===== config.mk =====
export PLATFORM = sky130hd
export DESIGN_NAME = pci_cfg_space
export DESIGN_NICKNAME = d
export VERILOG_FILES = /design/src/rtl/pci_cfg_space.sv
export SDC_FILE = /design/constraint.sdc
export NUM_CORES = 1
export LEC_CHECK = 0
export BUFFER_PORTS_ARGS = -buffer_cell sky130_fd_sc_hd__buf_2
export CORE_UTILIZATION = 40
export DETAILED_ROUTE_END_ITERATION = 16
export GPL_TIMING_DRIVEN = 0
export PLACE_DENSITY = 0.59
export SYNTH_ARGS = -nofsm -noshare
export SYNTH_HDL_FRONTEND = slang
export SYNTH_SLANG_ARGS = --single-unit

===== constraint.sdc =====
create_clock -name clk -period 2.5 [get_ports clk]
set_input_delay 0.125 -clock clk [delete_from_list [all_inputs] [get_ports clk]]
set_output_delay 0.125 -clock clk [all_outputs]
set_load 0.03 [all_outputs]

===== src/rtl/pci_cfg_space.sv =====
// Type-0 PCI configuration space: byte-enabled dword accesses with a one-cycle ack,
// memory BARs with sizing, W1C status bits and a 64-bit multi-vector MSI capability.
module pci_cfg_space #(
    parameter logic [15:0] VENDOR_ID        = 16'h1234,
    parameter logic [15:0] DEVICE_ID        = 16'h11e8,
    parameter logic [7:0]  REVISION         = 8'h0a,
    parameter logic [23:0] CLASS_CODE       = 24'hff0000,
    parameter int          NUM_BARS         = 1,
    parameter int          BAR_SIZE_LOG2    = 12,
    parameter int          MSI_VECTORS_LOG2 = 0
) (
    input  logic                     clk,
    input  logic                     rst,
    input  logic                     cfg_enable,
    input  logic                     cfg_iswrite,
    input  logic [5:0]               cfg_offset,
    input  logic [3:0]               cfg_byte_en,
    input  logic [31:0]              cfg_write_val,
    output logic [31:0]              cfg_read_val,
    output logic                     cfg_ack,
    input  logic                     intr_status,
    input  logic                     evt_mdpe,
    input  logic                     evt_sta,
    input  logic                     evt_rta,
    input  logic                     evt_rma,
    input  logic                     evt_sse,
    input  logic                     evt_dpe,
    output logic                     cmd_io,
    output logic                     cmd_mem,
    output logic                     cmd_bus_master,
    output logic                     cmd_serr_en,
    output logic                     cmd_perr_resp,
    output logic                     cmd_intr_disable,
    output logic [NUM_BARS*32-1:0]   bar_base,
    output logic                     msi_enable,
    output logic [2:0]               msi_num_vectors_log2,
    output logic [63:0]              msi_address,
    output logic [15:0]              msi_data
);

    localparam logic [31:0] BAR_MASK   = ~((32'd1 << BAR_SIZE_LOG2) - 32'd1);
    localparam logic [2:0]  MMC        = 3'(MSI_VECTORS_LOG2);
    localparam logic [15:0] CMD_MASK   = 16'h075f;
    // High status byte: bits 8 and 11..15 are sticky event flags.
    localparam logic [7:0]  STS_STICKY = 8'hf9;

    logic [15:0] cmd_q;
    logic [7:0]  sts_q;
    logic [4:0]  lat_q;
    logic [7:0]  cache_q;
    logic [7:0]  int_line_q;
    logic [31:0] bar_q [NUM_BARS];
    logic        msi_en_q;
    logic [2:0]  mme_q;
    logic [31:2] msi_lo_q;
    logic [31:0] msi_hi_q;
    logic [15:0] msi_data_q;
    logic        ack_q;
    logic [31:0] rd_q;

    logic        wr;
    logic [31:0] wm;
    logic [7:0]  sts_set;
    logic [7:0]  sts_clr;
    logic [7:0]  sts_d;
    logic [15:0] status;
    logic [15:0] msi_ctrl;
    logic [2:0]  mme_wr;
    logic [31:0] rd_mux;

    assign wr      = cfg_enable & cfg_iswrite;
    assign wm      = {{8{cfg_byte_en[3]}}, {8{cfg_byte_en[2]}},
                      {8{cfg_byte_en[1]}}, {8{cfg_byte_en[0]}}};
    assign sts_set = {evt_dpe, evt_sse, evt_rma, evt_rta, evt_sta, 2'b00, evt_mdpe};
    assign sts_clr = (wr && cfg_offset == 6'h01 && cfg_byte_en[3]) ? cfg_write_val[31:24] : 8'h00;
    // A set pulse wins over a coincident W1C.
    assign sts_d   = (sts_set | (sts_q & ~sts_clr)) & STS_STICKY;
    assign status  = {sts_q, 3'b000, 1'b1, intr_status, 3'b000};
    assign msi_ctrl = {8'h00, 1'b1, mme_q, MMC, msi_en_q};
    assign mme_wr  = (cfg_write_val[22:20] > MMC) ? MMC : cfg_write_val[22:20];

    always_comb begin
        rd_mux = '0;
        case (cfg_offset)
            6'h00: rd_mux = {DEVICE_ID, VENDOR_ID};
            6'h01: rd_mux = {status, cmd_q};
            6'h02: rd_mux = {CLASS_CODE, REVISION};
            6'h03: rd_mux = {16'h0000, lat_q, 3'b000, cache_q};
            6'h0b: rd_mux = {DEVICE_ID, VENDOR_ID};
            6'h0d: rd_mux = 32'h0000_0040;
            6'h0f: rd_mux = {16'h0000, 8'h01, int_line_q};
            6'h10: rd_mux = {msi_ctrl, 8'h00, 8'h05};
            6'h11: rd_mux = {msi_lo_q, 2'b00};
            6'h12: rd_mux = msi_hi_q;
            6'h13: rd_mux = {16'h0000, msi_data_q};
            default: begin
                for (int k = 0; k < NUM_BARS; k++) begin
                    if (cfg_offset == 6'(4 + k)) rd_mux = bar_q[k];
                end
            end
        endcase
    end

    always_ff @(posedge clk or negedge rst) begin
        if (!rst) begin
            cmd_q      <= '0;
            sts_q      <= '0;
            lat_q      <= '0;
            cache_q    <= '0;
            int_line_q <= '0;
            for (int k = 0; k < NUM_BARS; k++) bar_q[k] <= '0;
            msi_en_q   <= 1'b0;
            mme_q      <= '0;
            msi_lo_q   <= '0;
            msi_hi_q   <= '0;
            msi_data_q <= '0;
            ack_q      <= 1'b0;
            rd_q       <= '0;
        end else begin
            ack_q <= cfg_enable;
            if (cfg_enable) rd_q <= cfg_iswrite ? 32'h0 : rd_mux;
            sts_q <= sts_d;
            if (wr) begin
                case (cfg_offset)
                    6'h01: cmd_q <= ((cmd_q & ~wm[15:0]) | (cfg_write_val[15:0] & wm[15:0])) & CMD_MASK;
                    6'h03: begin
                        lat_q   <= (lat_q & ~wm[15:11]) | (cfg_write_val[15:11] & wm[15:11]);
                        cache_q <= (cache_q & ~wm[7:0]) | (cfg_write_val[7:0] & wm[7:0]);
                    end
                    6'h0f: int_line_q <= (int_line_q & ~wm[7:0]) | (cfg_write_val[7:0] & wm[7:0]);
                    6'h10: begin
                        if (cfg_byte_en[2]) begin
                            msi_en_q <= cfg_write_val[16];
                            mme_q    <= mme_wr;
                        end
                    end
                    6'h11: msi_lo_q   <= (msi_lo_q & ~wm[31:2]) | (cfg_write_val[31:2] & wm[31:2]);
                    6'h12: msi_hi_q   <= (msi_hi_q & ~wm) | (cfg_write_val & wm);
                    6'h13: msi_data_q <= (msi_data_q & ~wm[15:0]) | (cfg_write_val[15:0] & wm[15:0]);
                    default: ;
                endcase
                for (int k = 0; k < NUM_BARS; k++) begin
                    if (cfg_offset == 6'(4 + k))
                        bar_q[k] <= ((bar_q[k] & ~wm) | (cfg_write_val & wm)) & BAR_MASK;
                end
            end
        end
    end

    for (genvar g = 0; g < NUM_BARS; g++) begin : g_bar
        assign bar_base[32*g +: 32] = bar_q[g];
    end

    assign cfg_ack              = ack_q;
    assign cfg_read_val         = rd_q;
    assign cmd_io               = cmd_q[0];
    assign cmd_mem              = cmd_q[1];
    assign cmd_bus_master       = cmd_q[2];
    assign cmd_perr_resp        = cmd_q[6];
    assign cmd_serr_en          = cmd_q[8];
    assign cmd_intr_disable     = cmd_q[10];
    assign msi_enable           = msi_en_q;
    assign msi_num_vectors_log2 = mme_q;
    assign msi_address          = {msi_hi_q, msi_lo_q, 2'b00};
    assign msi_data             = msi_data_q;

endmodule


### Word level (Yosys, flattened, before mapping)

Index checks and enable logic that the tools add are counted.
Widths: inputs -> output; s select.

| storage, ports and cells | value |
|---|---|
| register bits | 171 |
| input bits | 53 |
| output and inout bits | 155 |
| word-level logic and storage cells | 72 |

| cells by class | value |
|---|---|
| magnitude comparators | 1 |
| eq/ne operators | 11 |
| multiplexer cells | 5 |
| bitwise gates (word level) | 30 |
| reductions and logical operators | 12 |

Operators by type and width:

| kind | number |
|---|---|
| $pmux 32 s10 | 1 |
| $and 32x32->32 | 3 |
| $mux 32 | 2 |
| $or 32x32->32 | 2 |
| $and 30x30->30 | 2 |
| $and 16x16->16 | 2 |
| $and 8x8->8 | 4 |
| $not 32->32 | 1 |
| $not 30->30 | 1 |
| $or 30x30->30 | 1 |
| $eq 6x5->1 const B | 4 |
| $or 8x8->8 | 3 |
| $eq 6x4->1 const B | 3 |
| $not 16->16 | 1 |
| $not 8->8 | 2 |
| $or 16x16->16 | 1 |
| $reduce_and 2->1 | 7 |
| $eq 6x2->1 const B | 2 |
| $and 11x11->11 | 1 |
| $or 11x11->11 | 1 |
| $and 5x5->5 | 2 |
| $mux 8 | 1 |
| $eq 6x1->1 const B | 1 |
| $eq 6x3->1 const B | 1 |
| 9 further kinds | 10 |

### Longest topological paths before layout

| logic depth | value |
|---|---|
| depth in word-level cells | 7 |
| gate-level depth with buffers | 9 |
| mapped depth without buffers | 5 |

### Worst setup path after synthesis

OpenSTA, ideal clock, no wires.

| path | value |
|---|---|
| kind | input to register |
| start | input cfg_offset[5] |
| end | register (tool-made name) |
| library setup time | 0.125 ns |
| arrival time | 1.594 ns |
| data required time | 2.375 ns |
| path slack | 0.781 ns |
| stages on the path | 6 |
| path buffers | 2 |
| cells stage by stage | buf_2 -> and4bb_2 -> nor2b_1 -> nor2b_1 -> buf_4 -> mux2_2 |

RTL lines:

| what | RTL line | RTL |
|---|---|---|
| start: declaration | 16 | `input logic [5:0] cfg_offset,` |

### Worst setup path in the final report

| path | value |
|---|---|
| start | input cfg_enable |
| end | register sts_q[5] |

| between the ends | value |
|---|---|
| longest elaborated chain between the ends | 7 |

RTL lines:

| what | RTL line | RTL |
|---|---|---|
| start: declaration | 14 | `input logic cfg_enable,` |
| $and 1x1->1 | 71 | `assign wr = cfg_enable & cfg_iswrite;` |
| $logic_and 1x1->1 (2 in a row) | 75 | `assign sts_clr = (wr && cfg_offset == 6'h01 && cfg_byte_en[3]) ? cfg_write_val[31:24] : 8'h00;` |
| $mux 8 | 75 |  |
| $not 8->8 | 77 | `assign sts_d = (sts_set \| (sts_q & ~sts_clr)) & STS_STICKY;` |
| $and 8x8->8 | 77 |  |
| $or 8x8->8 | 77 |  |
| via sts_d[5] | 65 | `logic [7:0] sts_d;` |
| end signal: assignment | 122 | `sts_q <= sts_d;` |
| end: declaration | 48 | `logic [7:0] sts_q;` |

The timed path passes the listed nets, and every way through them passes these cells.
A chain may end at the register's enable or synchronous reset.

==> results.json <==
{
  "avgSynthCellArea_um2": 12.6,
  "die_h_um": 142,
  "yosysSeqAreaShare_pct": 54.9,
  "tritoncts": "done",
  "grt_use_total_pct": 24.7,
  "hold_viol": 0,
  "cts_root_buf": "clkbuf_16",
  "synth-edff-count": 0,
  "r2r_slack_ns": 1.09,
  "status": "complete, no violations",
  "finalSetupViolCount": 0,
  "critPathSlowestCell": "dlygate4sd3_1",
  "finalMaxSlewViolations": 0,
  "grt_pass1_wl_um": 36700,
  "wl_per_cell_um": 20.5,
  "ys_warn_count": 0,
  "tightest_slew_ns": 1.09,
  "worst_clock_skew_ns": 0.00947,
  "finalCriticalPeriod_ns": 2.30,
  "grt_pass1_vias": 6392,
  "drt-total-wl_um": 23800,
  "async_flop_share_pct": 100,
  "post-route-util_pct": 54.2,
  "hp-class": "in -> reg",
  "ys_types": 53,
  "portBuffers": 192,
  "initial_core_util_pct": 41.3,
  "core_area_um2": 18900,
  "path_max_fanout": 10,
  "drive_gt1_share_pct": 45.1,
  "startpoint_type": "input port",
  "clk_pin_slew_ns": 0.07,
  "power_density_nw_per_um2": 644,
  "max_slew_margin_pct": 26.8,
  "yosysTopAreaCellShare_pct": 54.9,
  "drv_cap": 0,
  "vias_per_cell": 5.38,
  "postPlaceCellArea_um2": 9170,
  "synth-main-ff-cell": "dfrtp_1",
  "final_cell_mix": "buf_2, dfrtp_1, mux2_2, dlygate4sd3_1, nand2_1",
  "routabilityCongestion": 0.869,
  "fmax_ghz": 0.435,
  "antenna_found_initial": 3,
  "syn-cell-area_um2": 7800,
  "drtPass1Iterations": 5,
  "crit_top_cell": "dlygate4sd3_1",
  "via_count": 6258,
  "setup-tns-final_ns": 0,
  "die_x_um": 142,
  "path_cells": "dlygate4sd3_1, buf_2, clkbuf_1, nand3_1, nor2_2, nand2_1, a21o_1, dlygate4sd3_1",
  "drtAntennaViolNets": 0,
  "dpl.hpwl_um": 17000,
  "final_common_cell": "buf_2",
  "critPathCaptureType": "flip-flop",
  "required_ns": 2.81,
  "fin_area_um2": 10200,
  "crit_type": "in -> reg",
  "synth.area.top_cells": "dfrtp_1, mux2_2, a22o_1",
  "num-nets-final": 941,
  "die_area_um2": 20100,
  "cts.sinks": 171,
  "cp.arrival_ns": 2.61,
  "synthCells": 620,
  "period_share_pct": 91.9,
  "row_count": 50,
  "cts_made_buffers": 17,
  "ys_ff_latch": 171,
  "htreeDepth": 4,
  "grt_overflow": 0,
  "route.detailed.drc": 0,
  "p_leak_nw": 5.20,
  "slowest_delay_ns": 0.55,
  "rsz0062_at_grt": "false",
  "drt_iter0_markers": 386,
  "clockBufferDepth": 2,
  "synth_top_area_cell": "dfrtp_1",
  "clk_latency_ns": 0.43,
  "area_delta_synth_final_pct": 31.3,
  "grt_max_degree": 98,
  "peakVddDrop_v": 0.000487,
  "boundaryPins": 208
}
## metal layers
layer	track usage, %	vias up	part of all wire (%)
met4	9.34	2	1.9
met2	39.1	249	47
met1	33.4	3162	45
met3	4.86	29	6.1
met5	0	-	0.046
li1	-	2816	-
## path summary, 6_finish.rpt
path,start,endpoint,cells after the start
max,cfg_enable,sts_q[5],8
min,intr_status,cfg_read_val[19],4
max reg2reg,flip-flop,cfg_read_val[6],5
min reg2reg,cfg_read_val[3],cfg_read_val[3],1
max in group asynchronous,rst,cfg_read_val[9],3
min in group asynchronous,rst,async pin,2
## Yosys cell counts, drive strengths merged (2+ instances only)
cell type and number:
nor2b 6, o32ai 3, mux2 132, o21ai 23
inv 10, nand3 11, or2 2, buf 33
dfrtp 171, a22oi 14, nand2b 6, a2bb2oi 3
nor2 24, nand2 40, mux2i 11, a221o 5
a21oi 23, a22o 21, clkbuf 16, nor3 2
o2bb2ai 9, and2 8, a221oi 12, or3 2
a2111oi 2, a32o 5, a21o 7, and3 2
a222oi 2
## where the power goes
part | total [mW] | leakage [nW] | internal (mW) | switching, mW
logic | 0.835 | 2.59 | 0.299 | 0.536
clock network | 2.79 | 0.301 | 1.63 | 1.17
registers | 2.96 | 2.31 | 2.88 | 0.0825
## critical path, delay by kind of cell
kind                   cells  cell delay, ns
buffers and inverters      4            1.59
AOI/OAI and AO/OA          1            0.18
and+or+nand+nor            3            0.72
## kinds of logic after synthesis
logic type | Yosys count | synth area share (%)
AO/OA/AOI/OAI | 135 | 12.8
buffers and inverters | 59 | 4.12
flip-flops | 171 | 54.9
multiplexers | 143 | 20.5
other | 1 | 0.0481
AND/OR/NAND/NOR | 111 | 7.65
## timing repair
action | CTS | global route
endpoints found under the hold margin | 198 | 0
hold buffers | 43 | 0
gates resized for setup | 0 | 2
setup endpoints to repair | 0 | 10
setup buffers | 0 | 0
## per-stage QoR
step / power, mW / worst slack, ns / hold slack, ns / instances
after floorplan: 3.47 / 0.781 / -0.171 / 633
after global placement: 3.77 / -1.23 / 0.302 / 1085
after detailed placement: 3.80 / -0.0173 / 0.130 / 1086
after CTS: 6.64 / 0.0881 / 0.0572 / 1161
after global routing: 6.83 / 0.105 / 0.0802 / 1163
final: 6.59 / 0.203 / 0.0721 / 1164
## cell type report
cell class	instances	area [µm²]
Clock inverter	14	185
Timing Repair Buffer	236	1430
Tap cell	260	325
Inverter	10	37.5
Fill cell	1664	8650
Sequential cell	171	4280
Buffer	49	284
Antenna cell	3	7.51
Clock buffer	18	439
Multi-Input combinational cell	403	3250
(Power assumes the default switching activity.)
